## src/rtl/bin2bcd_pkg.sv

```systemverilog
// Shared constants, FSM state type and parameter-check helper for the
// iterative double-dabble binary-to-BCD converter.
package bin2bcd_pkg;

  localparam int         BCD_DIGIT_W = 4;
  localparam logic [3:0] ADJ_THRESH  = 4'd5;
  localparam logic [3:0] ADJ_ADD     = 4'd3;

  typedef enum logic {
    IDLE  = 1'b0,
    SHIFT = 1'b1
  } state_t;

  // Smallest digit count d with 10^d > 2^width - 1 (valid for width <= 120).
  function automatic int min_digits(input int width);
    logic [127:0] max_val;
    logic [127:0] pow10;
    int           d;
    max_val = (128'd1 << width) - 128'd1;
    pow10   = 128'd1;
    d       = 0;
    for (int i = 0; i < 39; i++) begin
      if (pow10 <= max_val) begin
        pow10 = pow10 * 128'd10;
        d     = d + 1;
      end
    end
    return d;
  endfunction

endpackage

```

## src/rtl/bcd_digit_adj.sv

```systemverilog
// Combinational double-dabble correction cell for one BCD digit:
// adds 3 when the digit is 5 or more, 4-bit wraparound, no carry out.
module bcd_digit_adj
  import bin2bcd_pkg::*;
(
  input  logic [BCD_DIGIT_W-1:0] digit,
  output logic [BCD_DIGIT_W-1:0] adj
);

  // Add-3 correction so the following left shift carries cleanly into the next digit
  assign adj = (digit >= ADJ_THRESH) ? (digit + ADJ_ADD) : digit;

endmodule

```

## src/rtl/bin2bcd_iter.sv

```systemverilog
// Handshaked iterative binary-to-BCD converter, one adjust+shift step per clock.
// Optional feature macro: BIN2BCD_ITER_SIGNED_EN -- treat data as two's
// complement, convert its magnitude and report the sign on sign_out.
module bin2bcd_iter
  import bin2bcd_pkg::*;
#(
  parameter int DATA_W = 30,
  parameter int DIGITS = 10
)
(
  input  logic                            sys_clk,
  input  logic                            sys_rst_n,
  input  logic                            start,
  input  logic [DATA_W-1:0]               data,
  output logic                            busy,
  output logic                            done,
  output logic [BCD_DIGIT_W*DIGITS-1:0]   bcd_data,
  output logic                            sign_out
);

  localparam int BCD_W = BCD_DIGIT_W * DIGITS;
  localparam int SR_W  = BCD_W + DATA_W;
  localparam int CNT_W = (DATA_W > 1) ? $clog2(DATA_W) : 1;
  localparam logic [CNT_W-1:0] LAST_CNT = CNT_W'(DATA_W - 1);

`ifdef BIN2BCD_ITER_SIGNED_EN
  // Largest magnitude is 2^(DATA_W-1), which needs min_digits(DATA_W-1) digits
  localparam int REQ_DIGITS = min_digits(DATA_W - 1);
`else
  localparam int REQ_DIGITS = min_digits(DATA_W);
`endif

  if (DATA_W < 2 || DIGITS < REQ_DIGITS) begin : g_param_check
    $fatal(1, "bin2bcd_iter: DATA_W=%0d needs DIGITS >= %0d (got %0d)",
           DATA_W, REQ_DIGITS, DIGITS);
  end

  state_t            state_reg;
  logic [SR_W-1:0]   sr_reg;
  logic [CNT_W-1:0]  cnt_reg;
  logic              busy_reg;
  logic              done_reg;
  logic [BCD_W-1:0]  bcd_data_reg;

  logic [DATA_W-1:0] load_mag;
  logic [BCD_W-1:0]  adj_bcd;
  logic [SR_W-1:0]   sr_next;

`ifdef BIN2BCD_ITER_SIGNED_EN
  logic              sign_pend_reg;
  logic              sign_out_reg;

  // Two's complement magnitude; -2^(DATA_W-1) maps to 2^(DATA_W-1) unsigned
  assign load_mag = data[DATA_W-1] ? (-data) : data;
  assign sign_out = sign_out_reg;
`else
  assign load_mag = data;
  assign sign_out = 1'b0;
`endif

  // One correction cell per BCD digit of the shift register's upper field
  for (genvar gi = 0; gi < DIGITS; gi++) begin : g_digit
    bcd_digit_adj u_adj (
      .digit (sr_reg[DATA_W + BCD_DIGIT_W*gi +: BCD_DIGIT_W]),
      .adj   (adj_bcd[BCD_DIGIT_W*gi +: BCD_DIGIT_W])
    );
  end

  // Adjusted BCD field plus untouched binary field, shifted left with zero fill
  assign sr_next = {adj_bcd, sr_reg[DATA_W-1:0]} << 1;

  // Conversion FSM: load on accepted start, step DATA_W times, publish result
  always_ff @(posedge sys_clk or negedge sys_rst_n) begin
    if (!sys_rst_n) begin
      state_reg     <= IDLE;
      sr_reg        <= '0;
      cnt_reg       <= '0;
      busy_reg      <= 1'b0;
      done_reg      <= 1'b0;
      bcd_data_reg  <= '0;
`ifdef BIN2BCD_ITER_SIGNED_EN
      sign_pend_reg <= 1'b0;
      sign_out_reg  <= 1'b0;
`endif
    end else begin
      done_reg <= 1'b0;
      case (state_reg)
        IDLE: begin
          if (start) begin
            sr_reg        <= {{BCD_W{1'b0}}, load_mag};
            cnt_reg       <= '0;
            busy_reg      <= 1'b1;
`ifdef BIN2BCD_ITER_SIGNED_EN
            sign_pend_reg <= data[DATA_W-1];
`endif
            state_reg     <= SHIFT;
          end
        end
        SHIFT: begin
          sr_reg  <= sr_next;
          cnt_reg <= cnt_reg + 1'b1;
          if (cnt_reg == LAST_CNT) begin
            bcd_data_reg <= sr_next[SR_W-1:DATA_W];
`ifdef BIN2BCD_ITER_SIGNED_EN
            sign_out_reg <= sign_pend_reg;
`endif
            done_reg     <= 1'b1;
            busy_reg     <= 1'b0;
            state_reg    <= IDLE;
          end
        end
        default: begin
          state_reg <= IDLE;
          busy_reg  <= 1'b0;
        end
      endcase
    end
  end

  assign busy     = busy_reg;
  assign done     = done_reg;
  assign bcd_data = bcd_data_reg;

endmodule

```

## config.mk

```make
export PLATFORM = sky130hd
export DESIGN_NAME = bin2bcd_iter
export DESIGN_NICKNAME = d
export VERILOG_FILES = /design/src/rtl/bin2bcd_pkg.sv /design/src/rtl/bcd_digit_adj.sv /design/src/rtl/bin2bcd_iter.sv
export SDC_FILE = /design/constraint.sdc
export NUM_CORES = 1
export LEC_CHECK = 0
export BUFFER_PORTS_ARGS = -buffer_cell sky130_fd_sc_hd__buf_2
export CORE_MARGIN = 2
export CORE_UTILIZATION = 60
export CTS_BUF_LIST = sky130_fd_sc_hd__clkbuf_4 sky130_fd_sc_hd__clkbuf_8
export DETAILED_ROUTE_END_ITERATION = 6
export GPL_ROUTABILITY_DRIVEN = 0
export GPL_TIMING_DRIVEN = 0
export PLACE_DENSITY = 0.83
export SYNTH_ARGS = -nofsm -noshare
export SYNTH_HDL_FRONTEND = slang
export SYNTH_SLANG_ARGS = --single-unit
```

## constraint.sdc

```tcl
create_clock -name sys_clk -period 3.3 [get_ports sys_clk]
set_clock_uncertainty 0.05 [all_clocks]
set_input_delay 0.66 -clock sys_clk [delete_from_list [all_inputs] [get_ports sys_clk]]
set_output_delay 0.66 -clock sys_clk [all_outputs]
set_load 0.05 [all_outputs]
```

==> run metrics <==
max-cap violations 0; cell area power density roughly 1100 mW/mm^2; number of flip-flops under the largest register name 70; Buf/Inv on CP 1; Placed Cells 729; setup bufs post-CTS 0; Max Fclk roughly 0.55 GHz; family with the most delay on the worst path flip-flops; Root Buffer clkbuf_8; CP max-delay cell dfrtp_1; GRT Overall Usage 27.6%; Cell Count, Final, Fillers Out around 760; hold buffers post-CTS 0; clock transition at the registers of the reported paths about 70 ps; die area approximately 0.01 sq mm; CTS H-Tree Depth 4; first-pass GRT wire length between 20,000 and 25,000 microns; Vias about 4,400; Cells after Synth 544; Area Overhead vs Synth 17.4%; largest net degree at the start of global routing 61; Worst EP arrival roughly 1100 ps; #FFs+latches synth 118; Final Instance Area 0.00664 sq mm; Syn Nets roughly 600; Longest Clk Path Bufs 2; Final Cycle Share about 55%; status complete, no violations; asr flop ratio synth between 90% and 100%; Max Slew Vio Count 0; setup tns final 0 ps; critical-path cell list buf_2; Vias/cell about 5.8; number of synthesized flops with an enable pin 0; final setup violation count 0; Rows 35; max incr delay on CP 390 ps; Crit Reg-Reg Startpoint sr_reg[62]; Worst setup SP type flip-flop; port bufs between 70 and 80; Routed WL between 10,000 and 15,000 microns; RSZ-0062 raised after global routing false; I/O pins 76; Syn Area/Cell between 10 and 15 sq um; r2r worst-path depth 6; area leader, netlist dfrtp_1; Synth Cell Area 0.00566 sq mm; Initial Utilization about three fifths; initial antenna violation count 0; CTS buffer count 17; Synth top area share between 50 and 60%; CP endpoint kind output pin; Most used DFF post-synth dfrtp_1; Seq/Total Area, Yosys 52.2%; DP Wirelength 8600 microns; dpl cell area 0.00620 sq mm; post-cts resize count 0; Max-Slew Margin vs Limit 58.8%; DRC violations left 0; Yosys Warn Count 0; RR Endpoint bcd_data[34]; total clock sinks between 100 and 150; Antenna Cells 0; CTS tree built; Die Ht 101 microns; synth top area cells dfrtp_1, mux2i_1, nand2_1; DRT antenna net count 0; worst-path fanout max 2; DR iter-0 viols 258; clk_lat worst skew roughly 430 ps; Final Hold Viols 0; number of global-route vias before repair around 4,500; Hold Crit Class in -> async; actual slew at the worst max-slew pin 618 ps; core area around 0.0092 sq mm; Die Wd ~100 microns; synth unique cells 34; layout cell share with drive strength beyond 1 21.4%; first-pass detailed-route iteration total 5; r2r setup slk approximately 1600 ps; CP required roughly 2600 ps; VDD IR max just under 0.0006 V; Layout Nets roughly 690; gr ovfl total 0; WL/cell 16.7 microns; leakage 3.31 nW; Tmin final approximately 1800 ps; kind of critical path reg -> out
## cells by family after synthesis
logic type / Yosys count / share of synthesized area (%)
and+or+nand+nor: 140 / 11.8
xor gates and xnor gates: 13 / 2.01
other: 1 / 0.0663
buffers and inverters: 58 / 4.62
adders and majority gates: 22 / 4.87
muxes: 56 / 10.9
DFF: 118 / 52.2
AOI/OAI and AO/OA: 136 / 13.5
## layout by cell type, fill, tap and decap left out, types with 2 or more instances in the layout
cell type | Yosys | layout
buf_1 | 4 | 4
clkinv_2 | 0 | 4
buf_4 | 2 | 2
o21ai_1 | 3 | 3
xor2_1 | 2 | 2
clkbuf_4 | 0 | 3
buf_6 | 1 | 2
o21ai_0 | 57 | 57
a21o_1 | 16 | 16
mux2i_1 | 40 | 40
mux2_4 | 10 | 10
clkbuf_1 | 15 | 15
and3_1 | 10 | 10
nand2_1 | 81 | 81
o22ai_1 | 24 | 24
a21oi_1 | 30 | 30
ha_1 | 22 | 22
nor2_1 | 12 | 12
a31oi_1 | 3 | 3
buf_2 | 8 | 80
nor3_1 | 6 | 6
a31o_2 | 2 | 2
clkbuf_8 | 0 | 20
mux2_2 | 6 | 6
nor3b_1 | 16 | 16
nand3_1 | 3 | 3
bufinv_16 | 0 | 4
dfrtp_1 | 118 | 118
xnor2_1 | 11 | 11
inv_1 | 25 | 25
nand2b_1 | 10 | 10
## how the worst max path moves through the flow
| stage | start | depth (start not counted) | end |
|---|---|---|---|
| final | bcd_data[3] | 1 | bcd_data[3] |
| after global routing | sr_reg[62] | 6 | bcd_data[34] |
| after detailed placement | start | 4 | sr_reg[38] |
| after global placement | sys_rst_n | 1 | bcd_data[5] |
| after CTS | bcd_data[3] | 1 | bcd_data[3] |
| after floorplan | start | 4 | sr_reg[34] |
## Yosys cell counts, types with 2 or more instances
cell type,n
mux2_4,10
buf_1,4
a31oi_1,3
and3_1,10
nor2_1,12
o22ai_1,24
o21ai_1,3
ha_1,22
nand3_1,3
mux2_2,6
nor3_1,6
nand2_1,81
inv_1,25
buf_4,2
clkbuf_1,15
nor3b_1,16
a31o_2,2
xnor2_1,11
nand2b_1,10
buf_2,8
dfrtp_1,118
mux2i_1,40
a21oi_1,30
xor2_1,2
a21o_1,16
o21ai_0,57
## through the flow
step           hold WS [ps]  total power [mW]  setup WS (ps)  utilization [%]
2_1_floorplan           314              5.09           1690                -
3_3_place_gp            408              5.72            134             67.0
3_5_place_dp            416              5.92           1370             67.4
4_1_cts                 152              7.44           1490             72.2
5_1_grt                 178              7.94           1380             72.2
6_report                142              7.43           1480             72.2
## metal layers
layer / wire (microns) / track usage (%) / vias to the layer above / share of wire, %
li1: - / - / 2061 / -
met1: 5210 / 33.1 / 2130 / 41
met2: 6300 / 46.5 / 166 / 50
met3: 746 / 6.45 / 43 / 5.9
met4: 450 / 14.0 / 0 / 3.5
met5: 0 / 0 / - / 0
## power by group
| part | total (mW) | switching, mW | leakage (nW) | internal, mW |
|---|---|---|---|---|
| clock | 1.46 | 0.560 | 0.230 | 0.904 |
| sequential | 2.56 | 0.478 | 1.51 | 2.08 |
| combinational | 3.40 | 2.15 | 1.57 | 1.25 |
| total | 7.43 | 3.19 | 3.31 | 4.24 |
## area by class of cell
class | instances | area (sq um)
flip-flops and latches | 118 | 2950
clock buffers | 23 | 298
repair buffers | 74 | 399
fillers | 648 | 2550
well taps | 111 | 139
plain buffers | 31 | 158
inverters | 27 | 104
clock inverters | 9 | 148
multi-input cells | 368 | 2440
(Power assumes the default switching activity.)
